<file path="config.mk">
export PLATFORM = sky130hd
export DESIGN_NAME = fifo_wr_arbiter
export DESIGN_NICKNAME = d
export VERILOG_FILES = /design/src/rtl/fifo_wr_arbiter.sv
export SDC_FILE = /design/constraint.sdc
export NUM_CORES = 1
export LEC_CHECK = 0
export BUFFER_PORTS_ARGS = -buffer_cell sky130_fd_sc_hd__buf_2
export CAP_MARGIN = 20
export CORE_MARGIN = 2
export CORE_UTILIZATION = 41
export DETAILED_ROUTE_END_ITERATION = 8
export HOLD_SLACK_MARGIN = 0.06
export PLACE_DENSITY = 0.79
export SETUP_SLACK_MARGIN = 0.15
export SLEW_MARGIN = 20
export SYNTH_ARGS = -nofsm -noshare
export SYNTH_HDL_FRONTEND = slang
export SYNTH_SLANG_ARGS = --single-unit
</file>
<file path="constraint.sdc">
create_clock -name wclk -period 2.53 [get_ports wclk]
set_clock_uncertainty 0.05 [all_clocks]
set_input_delay 0.1265 -clock wclk [delete_from_list [all_inputs] [get_ports wclk]]
set_output_delay 0.1265 -clock wclk [all_outputs]
set_load 0.1 [all_outputs]
</file>
<file path="src/rtl/fifo_wr_arbiter.sv">
// Packet-atomic round-robin arbiter for the FIFO write port. Grant takes 1 cycle.
// While locked the arbiter streams 1 beat per cycle. wfull holds the beat; last or a stall timeout releases the port.
module fifo_wr_arbiter #(
  parameter  int DATA_SIZE   = 8,
  parameter  int NUM_REQ     = 4,
  parameter  int TIMEOUT_CYC = 16,
  localparam int GID_W       = (NUM_REQ > 1) ? $clog2(NUM_REQ) : 1
) (
  input  logic                         wclk,
  input  logic                         wrst,
  input  logic [NUM_REQ-1:0]           req_valid,
  input  logic [NUM_REQ-1:0]           req_last,
  input  logic [NUM_REQ*DATA_SIZE-1:0] req_data,
  output logic [NUM_REQ-1:0]           req_ready,
  input  logic                         wfull,
  output logic                         winc,
  output logic [DATA_SIZE-1:0]         wdata,
  output logic                         grant_active,
  output logic [GID_W-1:0]             grant_id,
  output logic                         timeout_err
);

  localparam int                CNT_W    = (TIMEOUT_CYC > 0) ? $clog2(TIMEOUT_CYC + 1) : 1;
  localparam logic [CNT_W-1:0]  CNT_LAST = (TIMEOUT_CYC > 0) ? CNT_W'(TIMEOUT_CYC - 1) : '0;
  localparam logic [GID_W-1:0]  GID_MAX  = GID_W'(NUM_REQ - 1);

  typedef enum logic {IDLE, LOCK} state_t;

  state_t           state_q, state_d;
  logic [GID_W-1:0] grant_id_q, grant_id_d;
  logic [GID_W-1:0] rr_ptr_q, rr_ptr_d;
  logic [CNT_W-1:0] stall_cnt_q, stall_cnt_d;
  logic             timeout_err_q, timeout_err_d;

  logic [DATA_SIZE-1:0] req_data_arr [NUM_REQ];
  logic                 found;
  logic [GID_W-1:0]     winner;
  logic [GID_W-1:0]     idx;
  logic [GID_W-1:0]     next_gid;
  logic                 g_valid;
  logic                 g_last;
  logic                 accept;

  for (genvar i = 0; i < NUM_REQ; i++) begin : g_unpack
    assign req_data_arr[i] = req_data[i*DATA_SIZE +: DATA_SIZE];
  end

  assign g_valid  = req_valid[grant_id_q];
  assign g_last   = req_last[grant_id_q];
  assign next_gid = (grant_id_q == GID_MAX) ? '0 : grant_id_q + GID_W'(1);

  // Scan downward so the candidate closest to rr_ptr is the last assignment and wins.
  always_comb begin
    found  = 1'b0;
    winner = '0;
    idx    = '0;
    for (int k = NUM_REQ - 1; k >= 0; k--) begin
      idx = GID_W'((int'(rr_ptr_q) + k) % NUM_REQ);
      if (req_valid[idx]) begin
        found  = 1'b1;
        winner = idx;
      end
    end
  end

  always_comb begin
    req_ready = '0;
    accept    = 1'b0;
    if (state_q == LOCK && !wrst) begin
      req_ready[grant_id_q] = !wfull;
      accept                = g_valid && !wfull;
    end
  end

  assign winc         = accept;
  assign wdata        = req_data_arr[grant_id_q];
  assign grant_active = (state_q == LOCK);
  assign grant_id     = grant_id_q;
  assign timeout_err  = timeout_err_q;

  always_comb begin
    state_d       = state_q;
    grant_id_d    = grant_id_q;
    rr_ptr_d      = rr_ptr_q;
    stall_cnt_d   = stall_cnt_q;
    timeout_err_d = 1'b0;
    case (state_q)
      IDLE: begin
        if (found) begin
          state_d     = LOCK;
          grant_id_d  = winner;
          stall_cnt_d = '0;
        end
      end
      LOCK: begin
        if (accept) begin
          stall_cnt_d = '0;
          if (g_last) begin
            state_d  = IDLE;
            rr_ptr_d = next_gid;
          end
        end else if (!g_valid && TIMEOUT_CYC > 0) begin
          // Only requester silence counts; a full FIFO with data pending is not a stall.
          if (stall_cnt_q == CNT_LAST) begin
            state_d       = IDLE;
            rr_ptr_d      = next_gid;
            stall_cnt_d   = '0;
            timeout_err_d = 1'b1;
          end else begin
            stall_cnt_d = stall_cnt_q + CNT_W'(1);
          end
        end
      end
      default: state_d = IDLE;
    endcase
  end

  always_ff @(posedge wclk) begin
    if (wrst) begin
      state_q       <= IDLE;
      grant_id_q    <= '0;
      rr_ptr_q      <= '0;
      stall_cnt_q   <= '0;
      timeout_err_q <= 1'b0;
    end else begin
      state_q       <= state_d;
      grant_id_q    <= grant_id_d;
      rr_ptr_q      <= rr_ptr_d;
      stall_cnt_q   <= stall_cnt_d;
      timeout_err_q <= timeout_err_d;
    end
  end

endmodule
</file>
Yosys cells after proc, flatten, opt, wreduce, memory -nomap -nowiden
Index checks and enable logic that the tools add are counted.
Widths: inputs -> output; s select.
{"block": "op_classes", "n_lt_le_gt_ge": 7, "n_mux": 44, "bitwise": 3, "add_sub_neg": 5, "n_reduce_logical": 10, "eq_ne": 6}
{"operator": "$mux 5", "count": 4}
{"operator": "$mux 1", "count": 18}
{"operator": "$mux 2", "count": 9}
{"operator": "$bmux 8 s2", "count": 1}
{"operator": "$mux 8", "count": 2}
{"operator": "$lt 2x3->1 const B", "count": 5}
{"operator": "$bmux 1 s2", "count": 6}
{"operator": "$pmux 5 s2", "count": 1}
{"operator": "$add 5x1->5 const B", "count": 1}
{"operator": "$eq 5x4->1 const B", "count": 1}
{"operator": "$add 2x1->2 const B", "count": 2}
{"operator": "$add 2x2->2 const B", "count": 2}
{"operator": "$and 4x4->4", "count": 1}
{"operator": "$mux 4", "count": 1}
{"operator": "$ne 2x2->1 const B", "count": 2}
{"operator": "$reduce_and 2->1", "count": 2}
{"operator": "$reduce_and 4->1", "count": 1}
{"operator": "$reduce_or 4->1", "count": 1}
{"operator": "$ge 3x3->1 const B", "count": 1}
{"operator": "$logic_and 1x1->1", "count": 3}
{"operator": "$ne 3x3->1 const B", "count": 1}
{"operator": "$not 2->3", "count": 1}
{"operator": "$demux 1 s2", "count": 1}
{"operator": "$eq 2x2->1 const B", "count": 1}
{"operator": "other kinds (6)", "count": 7}
{"block": "totals", "out_inout_bits": 17, "reg_bits": 11, "input_bits": 43}

Depth between registers and ports, before layout
Gate-level depths: netlist of run 1.
{"block": "logic_depth", "word_depth": 9, "ltp_mapped": 5, "depth_no_buf": 5}

Worst setup path before layout of run 1
Ideal clock, no wire load.
{"block": "synth_path", "path_type": "reg2reg", "start": "register state_q, in the netlist grant_active", "end": "register stall_cnt_q[4]", "t_arrival_ns": 2.746, "slack_ns": -0.381, "path_stages_with_launch": 6, "n_path_buf": 1, "cell_sequence": "dfxtp_1 clkbuf_1 nor3b_1 and2_1 o21bai_1 and3b_1"}
{"block": "synth_between", "elab_chain_cells": 4, "word_cells_on_any_way": 8, "classes_between": "eq/ne: 2; mux: 3; bitwise: 1; reduce/logical: 2"}
{"element": "start: declaration", "line_no": "29", "rtl": "state_t state_q, state_d;"}
{"element": "start signal: assignment", "line_no": "126", "rtl": "state_q <= state_d;"}
{"element": "$logic_and 1x1->1 (*)", "line_no": "69", "rtl": "if (state_q == LOCK && !wrst) begin"}
{"element": "$mux 1 (*)", "line_no": "69"}
{"element": "net winc", "line_no": "16", "rtl": "output logic winc,"}
{"element": "$mux 5 / $ne 3x3->1 (equally long branches)"}
{"element": "$pmux 5 s2 / $reduce_and 2->1 (equally long branches)"}
{"element": "end signal: assignment", "line_no": "129", "rtl": "stall_cnt_q <= stall_cnt_d;"}
{"element": "end: declaration", "line_no": "32", "rtl": "logic [CNT_W-1:0] stall_cnt_q, stall_cnt_d;"}
Mark *: on every way through the listed nets, which the timed path passes. The rest lies on a longest branch.
A chain may end at the register's enable or synchronous reset.

Final worst setup path of run 1
{"block": "layout_path", "start": "register state_q, in the netlist grant_active", "end": "output port winc"}
{"block": "layout_between", "elab_chain_cells": 2}
{"element": "$logic_and 1x1->1", "line_no": "69"}
{"element": "$mux 1", "line_no": "69"}
{"element": "end: declaration", "line_no": "16"}
No other way between the ends.

==> results of run 1 <==
## stage by stage
step | total power [mW] | cell area (um^2) | hold slack, ns | utilization (%) | std cells
CTS | 0.552 | 1260 | 0.0958 | 58.6 | 176
detailed placement | 0.434 | 1230 | 0.382 | 57.4 | 172
floorplan | 0.376 | 911 | 0.292 | - | 88
global route | 0.567 | 1260 | 0.121 | 58.6 | 176
global placement | 0.430 | 1230 | 0.376 | 57.4 | 172
finish | 0.549 | 1260 | 0.0994 | 58.6 | 176
## registers in the layout, summed over array words and instances (netlist names)
signal        flops
grant_active      1
grant_id          2
rr_ptr_q          2
stall_cnt_q       5
timeout_err       1
## cells by family (layout without fill, tap and decap cells)
logic type	Yosys count	after routing
AOI/OAI and AO/OA	25	25
adders and majority gates	5	5
buffers and inverters	9	69
DFF	11	11
muxes	11	11
and+or+nand+nor	27	27
## cell usage after synthesis (all sizes together) (2+ instances only)
master,count,share of area [%]
inv,5,2.1
a21o,4,3.3
nor2b,2,1.4
nor3b,2,1.7
nor2,2,0.83
clkbuf,2,0.83
nand3,2,1.1
mux4,10,25
nor4,2,1.4
ha,5,6.9
nand2b,2,1.4
buf,2,0.83
and2,6,4.1
a21oi,4,2.2
or4b,2,2.2
dfxtp,11,24
o21bai,2,1.7
o21ai,5,2.8
nor3,3,1.7
## metal layers
metal  track usage, %  wire length [um]  vias to the layer above
met5                0                 0                        -
met3             3.51               263                        4
met1             19.2               970                      443
met4             4.95                22                        0
li1                 -                 -                      467
met2             34.0              1110                       66
## cell type report
class                      count  area share [%]
sequential                    11            17.8
inverter                       5            1.49
tap                           28            2.78
clock buffer                   4            2.09
multi-input combinational     68            51.8
timing repair buffer          60            24.0
## power by group
group | total [mW] | leakage (nW) | switching [mW] | internal [mW]
combinational | 0.242 | 0.491 | 0.169 | 0.0729
clock | 0.120 | 0.0150 | 0.0587 | 0.0610
sequential | 0.187 | 0.0903 | 0.00881 | 0.178
## critical path, cell delays in order, from the launching register on
cell and delay (ns):
dfxtp_2 0.42, nor3b_1 0.48, and2_2 0.26, buf_2 0.42
## worst min path at each step
| stage | start | endpoint | slack, ns | depth (start not counted) |
|---|---|---|---|---|
| floorplan | req_valid[3] | grant_id[1]$_SDFFE_PP0P_ | 0.29 | 2 |
| global placement | wrst | grant_id[1]$_SDFFE_PP0P_ | 0.38 | 2 |
| detailed placement | wrst | grant_id[0]$_SDFFE_PP0P_ | 0.38 | 2 |
| CTS | wrst | grant_id[0]$_SDFFE_PP0P_ | 0.1 | 2 |
| global route | wrst | grant_id[1]$_SDFFE_PP0P_ | 0.12 | 2 |
| finish | wrst | grant_id[0]$_SDFFE_PP0P_ | 0.1 | 2 |
==> key figures, run 1 <==
Cells and area
  • Fraction of layout cells with a size suffix above 1: 52.7%
  • Fill cells: 191
  • Number of diodes: 0
  • Fin nets: 197
  • Most frequent standard cell in the layout excluding fill and tap cells: buf_2
  • Area Growth Syn to Fin: 39.1%
  • Most frequent cells in the layout: 59 x buf_2, 9 x mux4_2, 8 x dfxtp_1
  • Combined area of the multi-input logic cells: 653 um^2
  • Sequential cell area in the final layout: 224 um^2

Placed design
  • Placement-stage worst setup slack: 0.628 ns
  • Port Buffers: 59
  • HPWL reported at the end of detailed placement: 1980 um
  • Weighted congestion reported at the end of routability-driven placement: 0.816

Synthesis
  • Synthesized-area fraction occupied by ao, oa, aoi and oai cells: 18.6%
  • Post-synthesis simple-gate area fraction: 20.0%
  • Multiplexer share of the synthesized area: 26.4%
  • Synthesized area per cell: 10.3 um^2
  • Largest family of logic cells by synthesized area: multiplexers
  • #FFs+latches synth: 11
  • Number of library cell types mapped by synthesis: 35
  • Xor/xnor cell area share of the yosys netlist: 0%
  • Number of synthesis warnings: 0
  • Fraction of the mapped netlist area in adder cells: 6.91%
  • Dominant synthesized flop cell: dfxtp_1
  • Cell count after synthesis: 88
  • Ys async rst share: 0%
  • Cell Area, Synth: 906 um^2
  • Nets in the synthesized netlist: 136
  • Register area share after synthesis: 24.3%
  • Post-synth EDFFs: 0

Clock network
  • Quantity of hold-fixing buffers added after cts: 0
  • CTS clock-pin slew for the worst setup and hold paths: 0.07 ns
  • Root Buffer Master: clkbuf_4
  • Clock sink count: 11
  • CTS H-tree lvls: 1
  • Number of CTS-inserted buffers: 3
  • Gates resized, CTS repair: 0
  • Buffers inserted by post-CTS timing repair: 0
  • Insertion delay of the later-clocked pin in the worst-skew pair: 0.27 ns
  • Clock tree buffer depth: 2
  • TritonCTS clock tree: built

Pwr
  • Pleak: 0.596 nW
  • P per Cell Area: 436 nW/um^2
  • Worst VDD drop: 413 uV

Detailed routing
  • ANT nets after route: 0
  • Wirelength per Cell: 13.5 um
  • Drt via density: 5.57
  • Routed Wire Length: 2370 um
  • DRC errors left: 0
  • Via count of the routed design: 980
  • First drt pass iteration count: 4
  • Detailed Route Iter0 Violations: 12

Global route
  • Antenna violations before repair: 0
  • Global-route wire length before repair: 3560 um
  • Pin count of the biggest net entering global routing: 16
  • Number of global-route vias before repair: 913
  • Grt total ovfl: 0
  • Total routing usage reported by global routing: 17.6%

Floorplanning
  • Floorplan die height: 51.0 um
  • I/O pin cnt: 60
  • Width of the die: 51.0 um
  • Standard-cell row count: 17
  • Core area: 2150 um^2
  • Overall die area: 2600 um^2
  • Starting density of the core: 42.2%

Timing
  • Number of failing setup endpoints in the final timing report: 0
  • Post-Route Setup TNS: 0 ns
  • Total count of hold-check failures in the final report: 0
  • Maximum clock frequency: 494 MHz
  • Final worst-path cycle share: 80.0%
  • Worst slew margin relative to its limit: 64.9%
  • Transition time of the tightest slew-check pin: 0.526 ns
  • Setup repair after global routing missed its margin: false
  • Min setup slack post-route: 0.507 ns
  • Max-slew violations: 0
  • Final worst path period need: 2.02 ns

Run
  • Number of violations of the max-capacitance limit: 0

Setup path
  • Maximum net fanout on the critical path: 11
  • Length in cells of the worst reg-to-reg path: 4
  • Required arrival time at the worst endpoint: 2.35 ns
  • Classification of the worst setup path: reg2out
  • Beginning of the worst register-to-register path: grant_id[1]$_SDFFE_PP0P_
  • Sort of element at the end of the critical path: primary output
  • Worst R2R Setup Slack: 0.59 ns
  • Worst setup startpoint: grant_active$_SDFF_PP0_
  • Data arrival at the endpoint of the critical path: 1.85 ns
  • Startpoint type of the worst setup path: flop
  • Endpoint of the worst register-to-register path: rr_ptr_q[0]$_SDFFE_PP0P_
  • End of the critical path: winc

Min path
  • Worst min-delay path class: in2reg

Run status
  • Status: completed
(Power assumes the default switching activity.)
==> run 2: changes to the inputs <==
--- a/config.mk
+++ b/config.mk
@@ -5,13 +5,14 @@
 export SDC_FILE = /design/constraint.sdc
 export NUM_CORES = 1
 export LEC_CHECK = 0
+export ABC_AREA = 1
 export BUFFER_PORTS_ARGS = -buffer_cell sky130_fd_sc_hd__buf_2
 export CAP_MARGIN = 20
 export CORE_MARGIN = 2
-export CORE_UTILIZATION = 41
+export CORE_UTILIZATION = 46
 export DETAILED_ROUTE_END_ITERATION = 8
 export HOLD_SLACK_MARGIN = 0.06
-export PLACE_DENSITY = 0.79
+export PLACE_DENSITY = 0.81
 export SETUP_SLACK_MARGIN = 0.15
 export SLEW_MARGIN = 20
 export SYNTH_ARGS = -nofsm -noshare
==> constraint.sdc (replaced) <==
create_clock -name wclk -period 2.05 [get_ports wclk]
set_clock_uncertainty 0.05 [all_clocks]
set_input_delay 0.1025 -clock wclk [delete_from_list [all_inputs] [get_ports wclk]]
set_output_delay 0.1025 -clock wclk [all_outputs]
set_load 0.1 [all_outputs]
==> key figures, run 2 <==
Setup path
  • Largest incremental delay on the critical path: 0.43 ns
  • Startpoint type of the worst setup path: flop
  • Classification of the worst setup path: reg2out
  • Data arrival at the endpoint of the critical path: 1.64 ns
  • Sort of element at the end of the critical path: primary output
  • Slowest stage cell, crit path: dfxtp_4
  • Cell-by-cell trace of the critical path: inv_4 > nand2_1 > nand3_1 > nand2_2 > nor2_4 > buf_4
  • Required arrival time at the worst endpoint: 1.90 ns
  • Maximum net fanout on the critical path: 25
  • Length in cells of the worst reg-to-reg path: 9

Detailed routing
  • Uppermost signal routing layer after detailed routing: met4
  • Sum of met2 wire segment lengths after detailed routing: 1620 um
  • ANT nets after route: 0
  • Wl on met1: 1420 um
  • DRC errors left: 0
  • Met3 wirelength from detailed routing: 194 um
  • Via count of the routed design: 1421
  • Routed Wire Length: 3260 um
  • Drt via density: 5.02
  • First drt pass iteration count: 4
  • Detailed Route Iter0 Violations: 12
  • Wirelength per Cell: 11.5 um

Synthesis
  • Cell Area, Synth: 1180 um^2
  • Top cells by instance count after synthesis: 46 x nand2_1, 29 x nor2_1, 18 x o21ai_0, 16 x inv_1, 13 x nand3_1
  • Most instantiated library cell after synthesis: nand2_1
  • #FFs+latches synth: 11
  • Post-synth EDFFs: 0
  • Area share of the largest cell type after synthesis: 18.6%
  • Ys async rst share: 0%
  • Largest area contributor in the synthesized netlist: dfxtp_1
  • Cell count after synthesis: 197
  • Register area share after synthesis: 18.6%
  • Nets in the synthesized netlist: 245
  • Number of synthesis warnings: 0
  • Number of library cell types mapped by synthesis: 29
  • Top cells by area in the synthesized netlist: dfxtp_1 19%, nand2_1 15%, nor2_1 9.2%, o21ai_0 7.6%, nand2_2 5.8%
  • Dominant synthesized flop cell: dfxtp_1
  • Synthesized area per cell: 6.00 um^2

Placed design
  • Placement-stage worst setup slack: 0.308 ns
  • Total placed cells including tap cells: 279
  • Port Buffers: 59
  • HPWL reported at the end of detailed placement: 2630 um
  • Placed inst area: 1630 um^2
  • Weighted congestion reported at the end of routability-driven placement: 0.828

Global route
  • Total routing usage reported by global routing: 24.7%
  • Number of global-route vias before repair: 1272
  • Pin count of the biggest net entering global routing: 26
  • Antenna violations before repair: 0
  • Global-route wire length before repair: 5400 um
  • Grt total ovfl: 0

Floorplanning
  • Width of the die: 54.7 um
  • Overall die area: 2990 um^2
  • Floorplan die height: 54.7 um
  • Standard-cell row count: 18
  • Core area: 2450 um^2
  • Starting density of the core: 48.2%
  • I/O pin cnt: 60

Cells and area
  • Cell area after layout: 1690 um^2
  • Fraction of layout cells with a size suffix above 1: 42.3%
  • Area Growth Syn to Fin: 42.9%
  • Fin nets: 302
  • Number of diodes: 0
  • Largest register by flop count: stall_cnt_q
  • Most frequent standard cell in the layout excluding fill and tap cells: buf_2
  • Flip-flop count of the largest register after layout: 5
  • Most frequent cells in the layout: 47 x buf_2, 46 x nand2_1, 25 x nor2_1
  • Final standard cell count with taps included and fillers excluded: 283
  • Share of the core filled with cells in the final layout: 68.8%

Pwr
  • Switching power share of the total: 51.5%
  • Internal power contribution: 0.445 mW
  • Worst VDD drop: 429 uV
  • Net Sw Power: 0.473 mW
  • Pleak: 0.838 nW
  • Combinational group share of total power: 56.8%
  • Sequential Power Share: 26.8%
  • P per Cell Area: 544 nW/um^2
  • Post-layout power: 0.918 mW
  • Clock network fraction of design power: 16.4%

Timing
  • Final worst path period need: 1.80 ns
  • Transition time of the tightest slew-check pin: 0.485 ns
  • Worst slew margin relative to its limit: 67.9%
  • Total count of hold-check failures in the final report: 0
  • Min setup slack post-route: 0.255 ns
  • Final worst-path cycle share: 87.6%
  • Max-slew violations: 0
  • Maximum clock frequency: 557 MHz
  • Post-Route Setup TNS: 0 ns
  • Worst Hold Margin: 0.0634 ns
  • Setup repair after global routing missed its margin: true
  • Number of failing setup endpoints in the final timing report: 0

Clock network
  • Root Buffer Master: clkbuf_4
  • Number of CTS-inserted buffers: 3
  • Clock tree buffer depth: 2
  • Clock sink count: 11
  • CTS H-tree lvls: 1
  • Insertion delay of the later-clocked pin in the worst-skew pair: 0.27 ns
  • TritonCTS clock tree: built
  • CTS clock-pin slew for the worst setup and hold paths: 0.07 ns

Run status
  • Status: completed

Min path
  • Worst min-delay path class: in2reg
  • Cells on Worst Hold Path: 2

Run
  • Number of violations of the max-capacitance limit: 0
==> run 2: power by group through the flow <==
stage               Combinational [mW]  Clock [mW]  Sequential (mW)
floorplan                        0.394           0            0.267
global placement                 0.504           0            0.250
detailed placement               0.508           0            0.250
CTS                              0.525       0.153            0.245
global route                     0.558       0.166            0.249
finish                           0.521       0.151            0.246
==> run 2: critical path: cells and delay by family, from the launching register on <==
family | cells | cell delay [ns]
buffers and inverters | 2 | 0.50
AND/OR/NAND/NOR | 4 | 0.43
flip-flops | 1 | 0.43
==> run 2: final timing paths <==
kind,start,end,slack (ns)
setup / recovery,grant_id[0]$_SDFFE_PP0P_,winc,0.25
hold / removal,wrst,grant_id[1]$_SDFFE_PP0P_,0.06
setup reg to reg,grant_id[0]$_SDFFE_PP0P_,rr_ptr_q[1]$_SDFFE_PP0P_,0.36
hold reg to reg,stall_cnt_q[1]$_SDFFE_PP0P_,stall_cnt_q[1]$_SDFFE_PP0P_,0.45
==> run 2: logic make-up (layout without fill, tap and decap cells) <==
family	count (synthesis)	in the layout	synth area share, %
buffers and inverters	27	83	9.84
flip-flops	11	11	18.6
AO/OA/AOI/OAI	39	39	19.2
adder cells (fa/ha/maj)	5	5	5.29
AND/OR/NAND/NOR	115	115	47.1
==> run 2: what timing repair did <==
item / 4_1_cts / 5_1_grt
setup buffers: 0 / 0
endpoints found under the setup margin: 11 / 17
gates resized for setup: 11 / 3
hold buffers: 0 / 0
==> run 2: final cells by class <==
type	instances	area (um^2)
inverter	20	87.6
timing repair buffer	59	325
tap	30	37.5
sequential	11	231
multi-input combinational	159	981
clock buffer	4	26.3
fill	229	766
==> run 2: layer usage <==
layer  GRT usage (%)  up-vias
li1                -      752
met1            31.5      626
met2            42.1       39
met3            5.46        4
met4            5.00        0
met5               0        -
